===== src/rtl/sram_loader_pkg.sv =====
// Shared types and default constants for the SRAM loader.
package sram_loader_pkg;

  typedef enum logic [2:0] {
    StIdle,
    StIssue,
    StWait,
    StCapture,
    StDone
  } state_e;

  localparam int unsigned DefAddrW      = 16;
  localparam int unsigned DefDataW      = 16;
  localparam int unsigned DefImageWords = 64;
  localparam int unsigned DefCoefWords  = 16;
  localparam int unsigned DefCoefSets   = 4;
  localparam int unsigned DefReadLat    = 2;
  localparam logic [15:0] DefImageBase  = 16'h0000;
  localparam logic [15:0] DefCoefBase   = 16'h0400;
  localparam int unsigned IdxW          = 8;

  function automatic int unsigned cs_width(input int unsigned n);
    return (n > 1) ? $clog2(n) : 1;
  endfunction

endpackage


===== src/rtl/sram_addr_gen.sv =====
// Combinational read-address generator for image words and coefficient sets.
module sram_addr_gen
  import sram_loader_pkg::*;
#(
  parameter int unsigned       ADDR_W     = DefAddrW,
  parameter int unsigned       COEF_WORDS = DefCoefWords,
  parameter int unsigned       CS_W       = 2,
  parameter logic [ADDR_W-1:0] IMAGE_BASE = ADDR_W'(DefImageBase),
  parameter logic [ADDR_W-1:0] COEF_BASE  = ADDR_W'(DefCoefBase)
) (
  input  logic              is_image,
  input  logic [CS_W-1:0]   coef_set,
  input  logic [IdxW-1:0]   idx,
  output logic [ADDR_W-1:0] addr
);

  // All sums wrap modulo 2^ADDR_W.
  always_comb begin
    if (is_image) begin
      addr = IMAGE_BASE + ADDR_W'(idx);
    end else begin
      addr = COEF_BASE + ADDR_W'(coef_set * COEF_WORDS) + ADDR_W'(idx);
    end
  end

endmodule


===== src/rtl/sram_loader.sv =====
// Fetches an image block or the next coefficient set from SRAM word by word and
// streams each word to the buffers, ending with a one-cycle sram_done pulse.
module sram_loader
  import sram_loader_pkg::*;
#(
  parameter int unsigned       ADDR_W      = DefAddrW,
  parameter int unsigned       DATA_W      = DefDataW,
  parameter int unsigned       IMAGE_WORDS = DefImageWords,
  parameter int unsigned       COEF_WORDS  = DefCoefWords,
  parameter int unsigned       COEF_SETS   = DefCoefSets,
  parameter logic [ADDR_W-1:0] IMAGE_BASE  = ADDR_W'(DefImageBase),
  parameter logic [ADDR_W-1:0] COEF_BASE   = ADDR_W'(DefCoefBase),
  parameter int unsigned       READ_LAT    = DefReadLat
) (
  input  logic                             clk,
  input  logic                             rst,
  input  logic                             start_sram,
  input  logic                             n_coef_image,
  output logic [ADDR_W-1:0]                sram_addr,
  output logic                             sram_read_en,
  input  logic [DATA_W-1:0]                sram_rdata,
  output logic [DATA_W-1:0]                load_data,
  output logic [IdxW-1:0]                  load_index,
  output logic                             load_is_image,
  output logic                             load_valid,
  output logic [cs_width(COEF_SETS)-1:0]   coef_set,
  output logic                             busy,
  output logic                             sram_done
);

  localparam int unsigned CsW   = cs_width(COEF_SETS);
  localparam int unsigned WaitW = (READ_LAT > 2) ? $clog2(READ_LAT) : 1;

  // The wait counter runs 0..READ_LAT-2, i.e. READ_LAT-1 cycles.
  localparam logic [WaitW-1:0] WaitLast  = WaitW'((READ_LAT > 1) ? READ_LAT - 2 : 0);
  localparam logic [IdxW-1:0]  ImageLast = IdxW'(IMAGE_WORDS - 1);
  localparam logic [IdxW-1:0]  CoefLast  = IdxW'(COEF_WORDS - 1);
  localparam logic [CsW-1:0]   CsLast    = CsW'(COEF_SETS - 1);

  state_e           state_q, state_d;
  logic [IdxW-1:0]  idx_q, idx_d;
  logic [WaitW-1:0] wait_q, wait_d;
  logic             img_q, img_d;
  logic [CsW-1:0]   cs_q, cs_d;
  logic             addr_sel;
  logic [ADDR_W-1:0] gen_addr;

  sram_addr_gen #(
    .ADDR_W    (ADDR_W),
    .COEF_WORDS(COEF_WORDS),
    .CS_W      (CsW),
    .IMAGE_BASE(IMAGE_BASE),
    .COEF_BASE (COEF_BASE)
  ) u_addr_gen (
    .is_image(img_q),
    .coef_set(cs_q),
    .idx     (idx_q),
    .addr    (gen_addr)
  );

  always_ff @(posedge clk or posedge rst) begin
    if (rst) begin
      state_q <= StIdle;
      idx_q   <= '0;
      wait_q  <= '0;
      img_q   <= 1'b0;
      cs_q    <= '0;
    end else begin
      state_q <= state_d;
      idx_q   <= idx_d;
      wait_q  <= wait_d;
      img_q   <= img_d;
      cs_q    <= cs_d;
    end
  end

  always_comb begin
    state_d      = state_q;
    idx_d        = idx_q;
    wait_d       = wait_q;
    img_d        = img_q;
    cs_d         = cs_q;
    addr_sel     = 1'b0;
    sram_read_en = 1'b0;
    load_valid   = 1'b0;
    load_data    = '0;
    load_index   = '0;
    sram_done    = 1'b0;

    unique case (state_q)
      StIdle: begin
        if (start_sram) begin
          img_d   = n_coef_image;
          idx_d   = '0;
          state_d = StIssue;
        end
      end
      StIssue: begin
        sram_read_en = 1'b1;
        addr_sel     = 1'b1;
        if (READ_LAT > 1) begin
          wait_d  = '0;
          state_d = StWait;
        end else begin
          state_d = StCapture;
        end
      end
      StWait: begin
        addr_sel = 1'b1;
        if (wait_q == WaitLast) begin
          state_d = StCapture;
        end else begin
          wait_d = wait_q + WaitW'(1);
        end
      end
      StCapture: begin
        load_valid = 1'b1;
        load_data  = sram_rdata;
        load_index = idx_q;
        if (idx_q == (img_q ? ImageLast : CoefLast)) begin
          state_d = StDone;
        end else begin
          idx_d   = idx_q + IdxW'(1);
          state_d = StIssue;
        end
      end
      StDone: begin
        sram_done = 1'b1;
        // A new image restarts the coefficient sequence.
        if (img_q || cs_q == CsLast) begin
          cs_d = '0;
        end else begin
          cs_d = cs_q + CsW'(1);
        end
        state_d = StIdle;
      end
      default: state_d = StIdle;
    endcase
  end

  assign sram_addr     = addr_sel ? gen_addr : '0;
  assign load_is_image = img_q;
  assign coef_set      = cs_q;
  assign busy          = (state_q != StIdle);

endmodule

===== config.mk =====
export PLATFORM = sky130hd
export DESIGN_NAME = sram_loader
export DESIGN_NICKNAME = d
export VERILOG_FILES = /design/src/rtl/sram_loader_pkg.sv /design/src/rtl/sram_addr_gen.sv /design/src/rtl/sram_loader.sv
export SDC_FILE = /design/constraint.sdc
export NUM_CORES = 1
export LEC_CHECK = 0
export ABC_AREA = 1
export CELL_PAD_IN_SITES_DETAIL_PLACEMENT = 1
export CELL_PAD_IN_SITES_GLOBAL_PLACEMENT = 1
export CORE_UTILIZATION = 27
export CTS_CLUSTER_SIZE = 25
export DETAILED_ROUTE_END_ITERATION = 10
export PLACE_DENSITY_LB_ADDON = 0.1
export SETUP_SLACK_MARGIN = 0.05
export SKIP_CTS_REPAIR_TIMING = 1
export SYNTH_ARGS = -nofsm -noshare
export SYNTH_HDL_FRONTEND = slang
export SYNTH_SLANG_ARGS = --single-unit

===== constraint.sdc =====
create_clock -name clk -period 2.1 [get_ports clk]
set_input_delay 0.21 -clock clk [delete_from_list [all_inputs] [get_ports clk]]
set_output_delay 0.21 -clock clk [all_outputs]
set_load 0.02 [all_outputs]

==> out/metrics.cfg <==
[floorplan]
die_area_um2 = 4630
die_y_um = 68.1
num_io_pins = 67
start_util_pct = 28.8
die-width_um = 68.1
core_area_um2 = 4090
num_rows = 23

[drt]
drtIter0Drc = 44
routed_wl_um = 3670
avgViaCountPerCell = 4.48
first_pass_iters = 5
post_drt_wl_per_cell_um = 12.0
ant_nets = 0
route.detailed.drc = 0
vias = 1367

[setup_path]
start_kind = register
r2r-end = idx_q[4]$_DFFE_PP0P_
timing.rr.start = state_q[2]$_DFFE_PP0P_
rrSetupSlack_ns = 0.32
path_class = reg -> out
worstPathRequired_ns = 1.89
cp.arrival_ns = 1.72
rr_worst_depth = 10
end_kind = output pin
crit_path_max_fanout = 2

[power]
p_clk_share_pct = 10.7
p_switching_uw = 1010
p_seq_share_pct = 21.7
total_power_uw = 2000
pwr-share-comb_pct = 67.6
p_leak_uw = 0.00152
internal_power_uw = 994
ir_drop_mv = 0.341
netSwitchingFraction_pct = 50.3
p_per_area_nw_per_um2 = 1000

[clock_tree]
root_buffer = clkbuf_8
worstSkewPairLatency_ns = 0.24
cts-buffers-inserted = 3
cts_tree = done
htreeDepth = 1
cts.sinks = 14
clkSlewWorstSetupHoldPaths_ns = 0.06
cts_buffer_depth = 2

[timing]
finalSetupViolCount = 0
tns_ns = 0
post-route-period-util_pct = 92.0
skew_ns = 0.00511
hold_slack_ns = 0.316
fmax_mhz = 518
hold_violations = 0
rsz0062_at_grt = true
relSlewSlack_pct = 63.8
tightest_slew_ns = 0.542
final_max_slew_viol_count = 0
fin_crit_ns = 1.93

[logic_synthesis]
ys_warn_count = 0
synth_top_area_share_pct = 29.7
synth.avg_cell_area_um2 = 6.34
synth_flop_cell = dfrtp_1
synth.distinct_cells = 25
synth-seq-area-share_pct = 29.7
postSynthCellCount = 186
synth-edff-count = 0
netlist_area_um2 = 1180
synth_area_leaders = dfrtp_1 (30%), inv_1 (13%), nor2_1 (12%), nand2_1 (11%), nand3_1 (4.7%)
ys_async_sr_fraction_pct = 100
synth_area_leader_cell = dfrtp_1
synth-seq-cells = 14

[place]
portBuffers = 60
dp.final_hpwl_um = 2840
placed_cell_area_um2 = 1870
gp_congestion = 0.808

[job]
maxCapViolations = 0

[grt]
grt_max_degree = 28
antenna_found_initial = 0
grt_use_total_pct = 17.5
grt_pass1_vias = 1374
grt_overflow = 0
grt_pass1_wl_um = 6110

[status]
outcome = finished, final reports clean

[final_layout]
postLayoutCellArea_um2 = 2000
drive_gt1_share_pct = 10.2
nets = 282
diodes = 0
most-common-layout-cells = inv_1 (41), nor2_1 (37), nand2_1 (36)
area_growth_pct = 69.3
final_common_cell = inv_1

[min_path]
hp-class = in -> async

[cell usage after synthesis, types with 2 or more instances]
cell type  number
a21oi_1         2
buf_4           6
clkbuf_1        2
dfrtp_1        14
ha_1            4
inv_1          41
nand2_1        36
nand3_1        11
nand4_1         7
nor2_1         38
o21ai_0         8
o21ai_2         4
[cells by family after synthesis]
group	after synthesis	synth area share [%]
fa+ha+maj	5	5.95
compound gates	16	8.39
simple gates	99	36.4
xor+xnor	1	0.743
other cells	1	0.318
flops	14	29.7
buf+inv	50	18.5
[metrics by stage]
step                std cells  util, %  setup slack, ns
finish                    305     48.8            0.168
global route              305     48.8           0.0371
floorplan                 191        -           0.0791
detailed placement        302     45.8           0.0185
global placement          302     45.8           0.0519
CTS                       305     46.8           -0.247
[layer usage]
metal  vias to the layer above  wire [µm]  GRT usage [%]  share of wire [%]
met5                         -          0              0                  0
met4                         0         34           3.91               0.93
met3                         2        251           4.17                6.8
met2                        54       1700           29.7                 46
met1                       618       1680           22.1                 46
li1                        693          -              -                  -
[state kept, by name, indices dropped and copies added, names as in the netlist]
register	cells
coef_set	2
idx_q	8
load_is_image	1
state_q	3
[worst max-delay path by stage]
stage                                 start      endpoint  slack [ns]  cells after the start
floorplan           coef_set[0]$_DFFE_PP0P_  sram_addr[8]        0.08                      4
global placement    coef_set[0]$_DFFE_PP0P_  sram_addr[8]        0.05                      5
detailed placement  coef_set[0]$_DFFE_PP0P_  sram_addr[8]        0.02                      5
CTS                 coef_set[0]$_DFFE_PP0P_  sram_addr[8]       -0.25                      5
global route           idx_q[4]$_DFFE_PP0P_  sram_addr[6]        0.04                      7
finish              coef_set[0]$_DFFE_PP0P_  sram_addr[6]        0.17                      7
[critical path: stages (launching register included)]
cell and delay, ns:
dfrtp_1 0.35, ha_1 0.17, inv_1 0.06, fa_1 0.41
nor2_2 0.11, xor2_1 0.15, nor2_1 0.05, dlymetal6s2s_1 0.20
[power groups by stage]
stage	logic (µW)	registers [µW]	clock network (µW)
floorplan	786	431	0
global placement	1370	434	0
detailed placement	1390	432	0
CTS	1400	428	218
global route	1490	448	228
finish	1350	434	213
[area by class of cell]
cell class | count | area, µm²
fillers | 539 | 2090
repair buffers | 70 | 748
multi-input cells | 127 | 638
flip-flops and latches | 14 | 352
inverters | 41 | 154
well taps | 50 | 62.6
clock buffers | 3 | 41.3
Note: power is estimated with default switching activity, not from simulation.
